File: config.mk
export PLATFORM = sky130hd
export DESIGN_NAME = slink_phy_tx_serializer
export DESIGN_NICKNAME = d
export VERILOG_FILES = /design/src/rtl/slink_phy_tx_serializer.sv
export SDC_FILE = /design/constraint.sdc
export NUM_CORES = 1
export LEC_CHECK = 0
export BUFFER_PORTS_ARGS = -buffer_cell sky130_fd_sc_hd__buf_4
export CAP_MARGIN = 20
export CORE_ASPECT_RATIO = 0.7
export CORE_UTILIZATION = 55
export CTS_BUF_LIST = sky130_fd_sc_hd__clkbuf_4
export CTS_CLUSTER_DIAMETER = 80
export DETAILED_ROUTE_END_ITERATION = 7
export PLACE_DENSITY = 0.93
export SLEW_MARGIN = 20
export SYNTH_ARGS = -nofsm -noshare
export SYNTH_HDL_FRONTEND = slang
export SYNTH_SLANG_ARGS = --single-unit
File: constraint.sdc
create_clock -name clk_i -period 5.4 [get_ports clk_i]
set_clock_uncertainty 0.15 [all_clocks]
set_input_delay 0.54 -clock clk_i [delete_from_list [all_inputs] [get_ports clk_i]]
set_output_delay 0.54 -clock clk_i [all_outputs]
set_load 0.05 [all_outputs]
File: src/rtl/slink_phy_tx_serializer.sv
// Splits one wide link-layer payload into PhyWidth-bit PHY beats, LSB beat first, with a per-payload beat count.
// Optional SLINK_TX_SER_BEAT_CNT_EN adds saturating beat/payload handshake counters (beat_cnt_o, payload_cnt_o).
module slink_phy_tx_serializer #(
  parameter  int DataWidth = 256,
  parameter  int PhyWidth  = 32,
  localparam int NumBeats  = (DataWidth + PhyWidth - 1) / PhyWidth,
  localparam int CntWidth  = $clog2(NumBeats + 1)
) (
  input  logic                 clk_i,
  input  logic                 rst_i,
  input  logic [DataWidth-1:0] data_i,
  input  logic [CntWidth-1:0]  num_beats_i,
  input  logic                 data_valid_i,
  output logic                 data_ready_o,
  output logic [PhyWidth-1:0]  data_out_o,
  output logic                 data_out_valid_o,
  input  logic                 data_out_ready_i,
  output logic                 busy_o
`ifdef SLINK_TX_SER_BEAT_CNT_EN
  ,
  output logic [31:0]          beat_cnt_o,
  output logic [31:0]          payload_cnt_o
`endif
);

  localparam int PadWidth = NumBeats * PhyWidth;

  typedef enum logic {IDLE, SEND} state_e;

  state_e                state_q, state_d;
  logic [PadWidth-1:0]   shift_q, shift_d;
  logic [CntWidth-1:0]   beat_cnt_q, beat_cnt_d;
  logic [CntWidth-1:0]   len_q, len_d;
  logic                  beat_hs;
  logic                  is_last;
  logic                  accept;

  // Zero and oversized requests both mean "send the whole payload".
  function automatic logic [CntWidth-1:0] clamp_len(input logic [CntWidth-1:0] n);
    if (n == '0 || n > CntWidth'(NumBeats)) return CntWidth'(NumBeats);
    return n;
  endfunction

  always_comb begin
    state_d    = state_q;
    shift_d    = shift_q;
    beat_cnt_d = beat_cnt_q;
    len_d      = len_q;

    beat_hs      = (state_q == SEND) && data_out_ready_i;
    is_last      = (beat_cnt_q == len_q - CntWidth'(1));
    data_ready_o = !rst_i && ((state_q == IDLE) || (beat_hs && is_last));
    accept       = data_valid_i && data_ready_o;

    if (accept) begin
      state_d    = SEND;
      shift_d    = PadWidth'(data_i);
      beat_cnt_d = '0;
      len_d      = clamp_len(num_beats_i);
    end else if (beat_hs) begin
      if (is_last) begin
        state_d = IDLE;
      end else begin
        beat_cnt_d = beat_cnt_q + CntWidth'(1);
        shift_d    = shift_q >> PhyWidth;
      end
    end
  end

  always_ff @(posedge clk_i) begin
    if (rst_i) begin
      state_q    <= IDLE;
      shift_q    <= '0;
      beat_cnt_q <= '0;
      len_q      <= '0;
    end else begin
      state_q    <= state_d;
      shift_q    <= shift_d;
      beat_cnt_q <= beat_cnt_d;
      len_q      <= len_d;
    end
  end

  assign data_out_o       = shift_q[PhyWidth-1:0];
  assign data_out_valid_o = (state_q == SEND);
  assign busy_o           = (state_q == SEND);

`ifdef SLINK_TX_SER_BEAT_CNT_EN
  logic [31:0] beat_tot_q, beat_tot_d;
  logic [31:0] payload_tot_q, payload_tot_d;

  // Both totals saturate at all-ones rather than wrapping.
  always_comb begin
    beat_tot_d    = beat_tot_q;
    payload_tot_d = payload_tot_q;
    if (beat_hs && beat_tot_q != 32'hFFFF_FFFF) beat_tot_d = beat_tot_q + 32'd1;
    if (accept && payload_tot_q != 32'hFFFF_FFFF) payload_tot_d = payload_tot_q + 32'd1;
  end

  always_ff @(posedge clk_i) begin
    if (rst_i) begin
      beat_tot_q    <= '0;
      payload_tot_q <= '0;
    end else begin
      beat_tot_q    <= beat_tot_d;
      payload_tot_q <= payload_tot_d;
    end
  end

  assign beat_cnt_o    = beat_tot_q;
  assign payload_cnt_o = payload_tot_q;
`endif

endmodule

Word level (Yosys, flattened, before mapping)
Cells that the tools add are included.
- $add $sub $neg: 2
- $lt $le $gt $ge: 1
- equality and inequality tests: 2
- muxes and demuxes: 10
- bitwise operators: 2
- reductions and logical operators: 14
- operator list (cell ; number):
    256-bit 2-to-1 mux ; 3
    4-bit 2-to-1 mux ; 2
    2-bit AND reduction ; 3
    1-bit 2-to-1 mux ; 5
    4-bit by 1-bit adder with 4-bit output, second input constant ; 1
    4-bit equality test ; 1
    4-bit > comparator, second input constant ; 1
    1-bit logical AND ; 4
    4-bit logical NOT ; 1
    2-bit nonzero test ; 2
    4-bit by 1-bit subtractor with 4-bit output, second input constant ; 1
    1-bit logical OR ; 2
    2-bit by 1-bit != test with 1-bit output, second input constant ; 1
    1-bit inverter ; 2
    2-bit OR reduction ; 1
    1-bit logical NOT ; 1
- flip-flop bits (word level): 265
- bits of input ports: 264
- output and inout bits: 35

Depth between registers and ports, before layout
- word-level depth: 8
- gate-level depth with buffers: 9

Least setup slack after synthesis
OpenSTA, ideal clock, no wires.
- path kind: register to output
- start point: reg len_q[0]
- end point: out data_ready_o
- data arrival time: 2358 ps
- slack: 2352 ps
- cell stages (with the launch flop): 9
- buffers on the path: 2
- cell sequence: dfxtp_1 -> inv_1 -> ha_1 -> xor2_1 -> xnor2_1 -> a41oi_2 -> buf_2 -> buf_2 -> nor2_1
- word-level cells in the longest chain between the ends: 5
- RTL lines (item ; line ; RTL):
    start: declaration ; 33 ; logic [CntWidth-1:0] len_q, len_d;
    start signal: assignment ; 80 ; len_q <= len_d;
    4-bit by 1-bit subtractor with 4-bit output ; 51 ; is_last = (beat_cnt_q == len_q - CntWidth'(1));
    4-bit equality test ; 51 ;
    1-bit logical AND ; 52 ; data_ready_o = !rst_i && ((state_q == IDLE) || (beat_hs && is_last));
    1-bit logical OR ; 52 ;
    1-bit logical AND ; 52 ;
    end: declaration ; 14 ; output logic data_ready_o,
Every way passes these cells.

Final worst setup path
Ends and elaborated chain as after synthesis.

==> Flow_metrics.wiki <==
{| class="wikitable"
! Metric !! Value
|-
| Crit path cell chain || inv_1, ha_1, xor2_1, xnor2_1, a41oi_4, buf_12, nor2_1, buf_4
|-
| Reg-to-reg startpoint || len_q[0]
|-
| Final setup vio count || 0
|-
| Row count || 44
|-
| DRC errors left || 0
|-
| Library cell contributing the largest single delay on the critical path || sky130_fd_sc_hd__buf_12
|-
| Cell chosen for the clock root || sky130_fd_sc_hd__clkbuf_4
|-
| Total CTS buffers || 61
|-
| Cell accounting for the most synthesized area || sky130_fd_sc_hd__dfxtp_1
|-
| Tightest slew margin relative to the limit || 21.27%
|-
| Total Routing Usage GR || 37.61%
|-
| Fill cells || 1080
|-
| Critical path startpoint || len_q[0]
|-
| Max Slew Vio Count || 0
|-
| Worst setup timing slack at the placement stage || 1.912 ns
|-
| Net count of the mapped netlist || 1454
|-
| Largest cells by area after synthesis || sky130_fd_sc_hd__dfxtp_1 (44%), sky130_fd_sc_hd__mux2i_1 (19%), sky130_fd_sc_hd__o31ai_1 (14%), sky130_fd_sc_hd__a21oi_1 (9.6%), sky130_fd_sc_hd__buf_4 (2.9%)
|-
| Result of the run || completed
|-
| Antenna Violating Nets Remaining || 0
|-
| Crit path capture type || output pin
|-
| Max-cap violations || 0
|-
| Total clock sinks || 265
|-
| H-tree depth reported by CTS || 2
|-
| Die Wd || 178.0 microns
|-
| Most common cell in the synthesized netlist || sky130_fd_sc_hd__dfxtp_1
|-
| Maximum clock rate || 249.5 MHz
|-
| Latest clock arrival within the worst-skew pair || 0.70 ns
|-
| Post-Syn Instances || 1188
|-
| Combined area of the multi-input logic cells || 0.005720 sq mm
|-
| Number of buffers added for setup after CTS || 0
|-
| Worst-margin pin slew || 1.181 ns
|-
| Setup TNS || 0 ns
|-
| Initial DRC count || 1345
|-
| First-pass GRT wire length || 66590 microns
|-
| Clock-pin slew of the registers on the worst-case setup and hold paths || 0.07 ns
|-
| Sequential element share of the synthesized area || 44.46%
|-
| Hold/Removal Path Class || input pin to register
|-
| Yosys warnings || 0
|-
| Post-synth design cell area || 0.01193 sq mm
|-
| Count of TritonRoute iterations in the first routing pass || 5
|-
| Count of vias placed by the detailed router || 12289
|-
| Unrepaired setup endpoints after global routing || false
|-
| Final count of hold timing violations || 0
|-
| FF-to-FF setup slack || 1.55 ns
|-
| Post-detailed-routing wire length || 43350 microns
|-
| Core Area || 0.02098 sq mm
|-
| Count of flip-flops with a built-in enable after synthesis || 0
|-
| Distinct cells, synth || 31
|-
| End of the worst register-to-register path || shift_q[65]
|-
| Util after Layout || 81.59%
|-
| Crit path setup slack, layout || 1.393 ns
|-
| Die outline height || 125.2 microns
|-
| Final design area excluding fillers || 0.01711 sq mm
|-
| Die area || 0.02230 sq mm
|-
| GP Congestion || 0.8215
|-
| Crit path launch type || register
|-
| Minimum clock period || 4.007 ns
|-
| Average via count per standard cell || 6.207
|-
| Average size of a mapped cell || 10.04 sq um
|-
| Final net count || 1915
|-
| HPWL Detailed || 19860 microns
|-
| Sum of overflow across all layers after global routing || 0
|-
| Top_reg_cell synth || sky130_fd_sc_hd__dfxtp_1
|-
| Count of input and output buffers || 298
|-
| Total I/O pin count || 299
|-
| Avg WL per Cell || 21.89 microns
|-
| Layout overhead on the synthesized area || 43.43%
|-
| Worst Hold Endpoint || shift_q[107]
|-
| Placed inst area || 0.01376 sq mm
|-
| Initial core utilization || 56.88%
|-
| Proportion of layout cells with a drive suffix above 1 || 24.25%
|-
| Final worst-path cycle share || 74.21%
|-
| Top cells by count, synth || sky130_fd_sc_hd__dfxtp_1 (265), sky130_fd_sc_hd__a21oi_1 (229), sky130_fd_sc_hd__mux2i_1 (225)
|-
| FF+latch count, synth || 265
|-
| Worst supply voltage drop on vdd || 0.0001900 V
|-
| Worst Setup Path Type || register to output pin
|-
| Maximum single-stage delay on the critical path || 0.71 ns
|-
| Reported leakage power || 0.006835 uW
|-
| Vias in the first global route || 12704
|-
| Register area || 0.005305 sq mm
|-
| Arrival time at the worst endpoint || 3.32 ns
|-
| Fraction of registers with async set or reset after synthesis || 0%
|-
| Top-area cell type share of the netlist area || 44.46%
|-
| Hold path start || data_i[107]
|-
| Maximum number of pins on one net before global-route repair || 230
|-
| CTS tree || yes
|-
| Hold-critical path depth || 3
|-
| Depth of the most critical reg-to-reg path || 8
|-
| Worst Path Required || 4.71 ns
|-
| Pwr/cell area || 274.1 mW/mm^2
|-
| CTS max path bufs || 3
|-
| Number of antenna violations at the first check in global routing || 5
|-
| CP Max Fanout || 229
|}
==> area by class of cell <==
cell class / count / area share [%]
diodes: 5 / 0.07312
repair buffers: 565 / 28.76
flip-flops and latches: 265 / 31.00
clock buffers: 90 / 3.948
multi-input cells: 749 / 33.43
inverters: 7 / 0.2267
clock inverters: 23 / 0.5411
well taps: 276 / 2.018
==> per-stage QoR <==
step                      total power [uW]  hold WS [ns]  cells
after floorplan                       2643        0.3126   1188
after global placement                2870        0.3294   1605
after detailed placement              2893        0.3377   1605
after CTS                             4595      0.001450   1975
after global routing                  4862      0.007164   1980
final                                 4691       0.04538   1980
==> flip-flops by register name (all words and copies together), names as in the netlist <==
name	flops
beat_cnt_q	4
busy_o	1
len_q	4
shift_q	256
==> worst max-delay path: cells and delay by family, from the launching register on <==
family                   cells  cell delay [ns]
flip-flops                   1             0.43
adder cells (fa/ha/maj)      1             0.22
buffers and inverters        3             1.03
AND/OR/NAND/NOR              1             0.08
AO/OA/AOI/OAI                1             0.35
XOR/XNOR                     2             0.43
==> kinds of logic (layout without fill, tap and decap cells) <==
group	Yosys count	in the layout	synth area share (%)
adders and majority gates	2	2	0.2097
AOI/OAI and AO/OA	497	497	27.28
DFF	265	265	44.46
buffers and inverters	174	685	7.802
and+or+nand+nor	18	18	0.8600
xor gates and xnor gates	7	7	0.5139
other	0	5	0
muxes	225	225	18.88
==> layout by cell type, fill, tap and decap left out, types with 2 or more instances in the layout <==
cell type / Yosys / final
sky130_fd_sc_hd__ha_1: 2 / 2
sky130_fd_sc_hd__nand2_1: 2 / 2
sky130_fd_sc_hd__nand4b_1: 3 / 3
sky130_fd_sc_hd__clkinv_1: 0 / 18
sky130_fd_sc_hd__inv_2: 0 / 2
sky130_fd_sc_hd__buf_12: 0 / 3
sky130_fd_sc_hd__clkbuf_4: 4 / 90
sky130_fd_sc_hd__o21ai_0: 5 / 5
sky130_fd_sc_hd__nor2_1: 2 / 2
sky130_fd_sc_hd__xnor2_1: 5 / 5
sky130_fd_sc_hd__dfxtp_1: 265 / 265
sky130_fd_sc_hd__a21oi_1: 229 / 229
sky130_fd_sc_hd__inv_1: 7 / 5
sky130_fd_sc_hd__a211oi_1: 2 / 2
sky130_fd_sc_hd__a32o_1: 32 / 32
sky130_fd_sc_hd__nor3_1: 5 / 5
sky130_fd_sc_hd__mux2i_1: 225 / 225
sky130_fd_sc_hd__clkinv_2: 0 / 2
sky130_fd_sc_hd__o31ai_1: 224 / 224
sky130_fd_sc_hd__diode_2: 0 / 5
sky130_fd_sc_hd__xor2_1: 2 / 2
sky130_fd_sc_hd__buf_4: 46 / 305
sky130_fd_sc_hd__dlygate4sd3_1: 0 / 257
sky130_fd_sc_hd__or3_1: 2 / 2
==> worst max path at each step <==
stage	end	slack [ns]
2_1_floorplan	data_ready_o	2.35
3_3_place_gp	shift_q[189]	2.00
3_5_place_dp	shift_q[64]	1.91
4_1_cts	data_ready_o	1.44
5_1_grt	data_ready_o	1.19
6_report	data_ready_o	1.39
==> layer usage <==
metal / up-vias / track usage (%) / wire [microns]
li1: 5495 / - / -
met1: 5787 / 40.60 / 15620
met2: 802 / 65.60 / 21380
met3: 205 / 9.246 / 3783
met4: 0 / 23.83 / 2557
met5: - / 0 / 0
==> report_power, final <==
group	total (uW)	leakage (uW)	internal [uW]	switching, uW
Clock	1620	0.000459	766	855
Combinational	902	0.00420	441	460
Sequential	2170	0.00217	2080	89.5
Total	4690	0.00683	3290	1400
==> what timing repair did <==
| action | CTS | global route |
|---|---|---|
| hold buffers | 257 | 0 |
| hold endpoints to repair | 259 | 0 |
| resized for setup | 0 | 0 |
(Power assumes the default switching activity.)
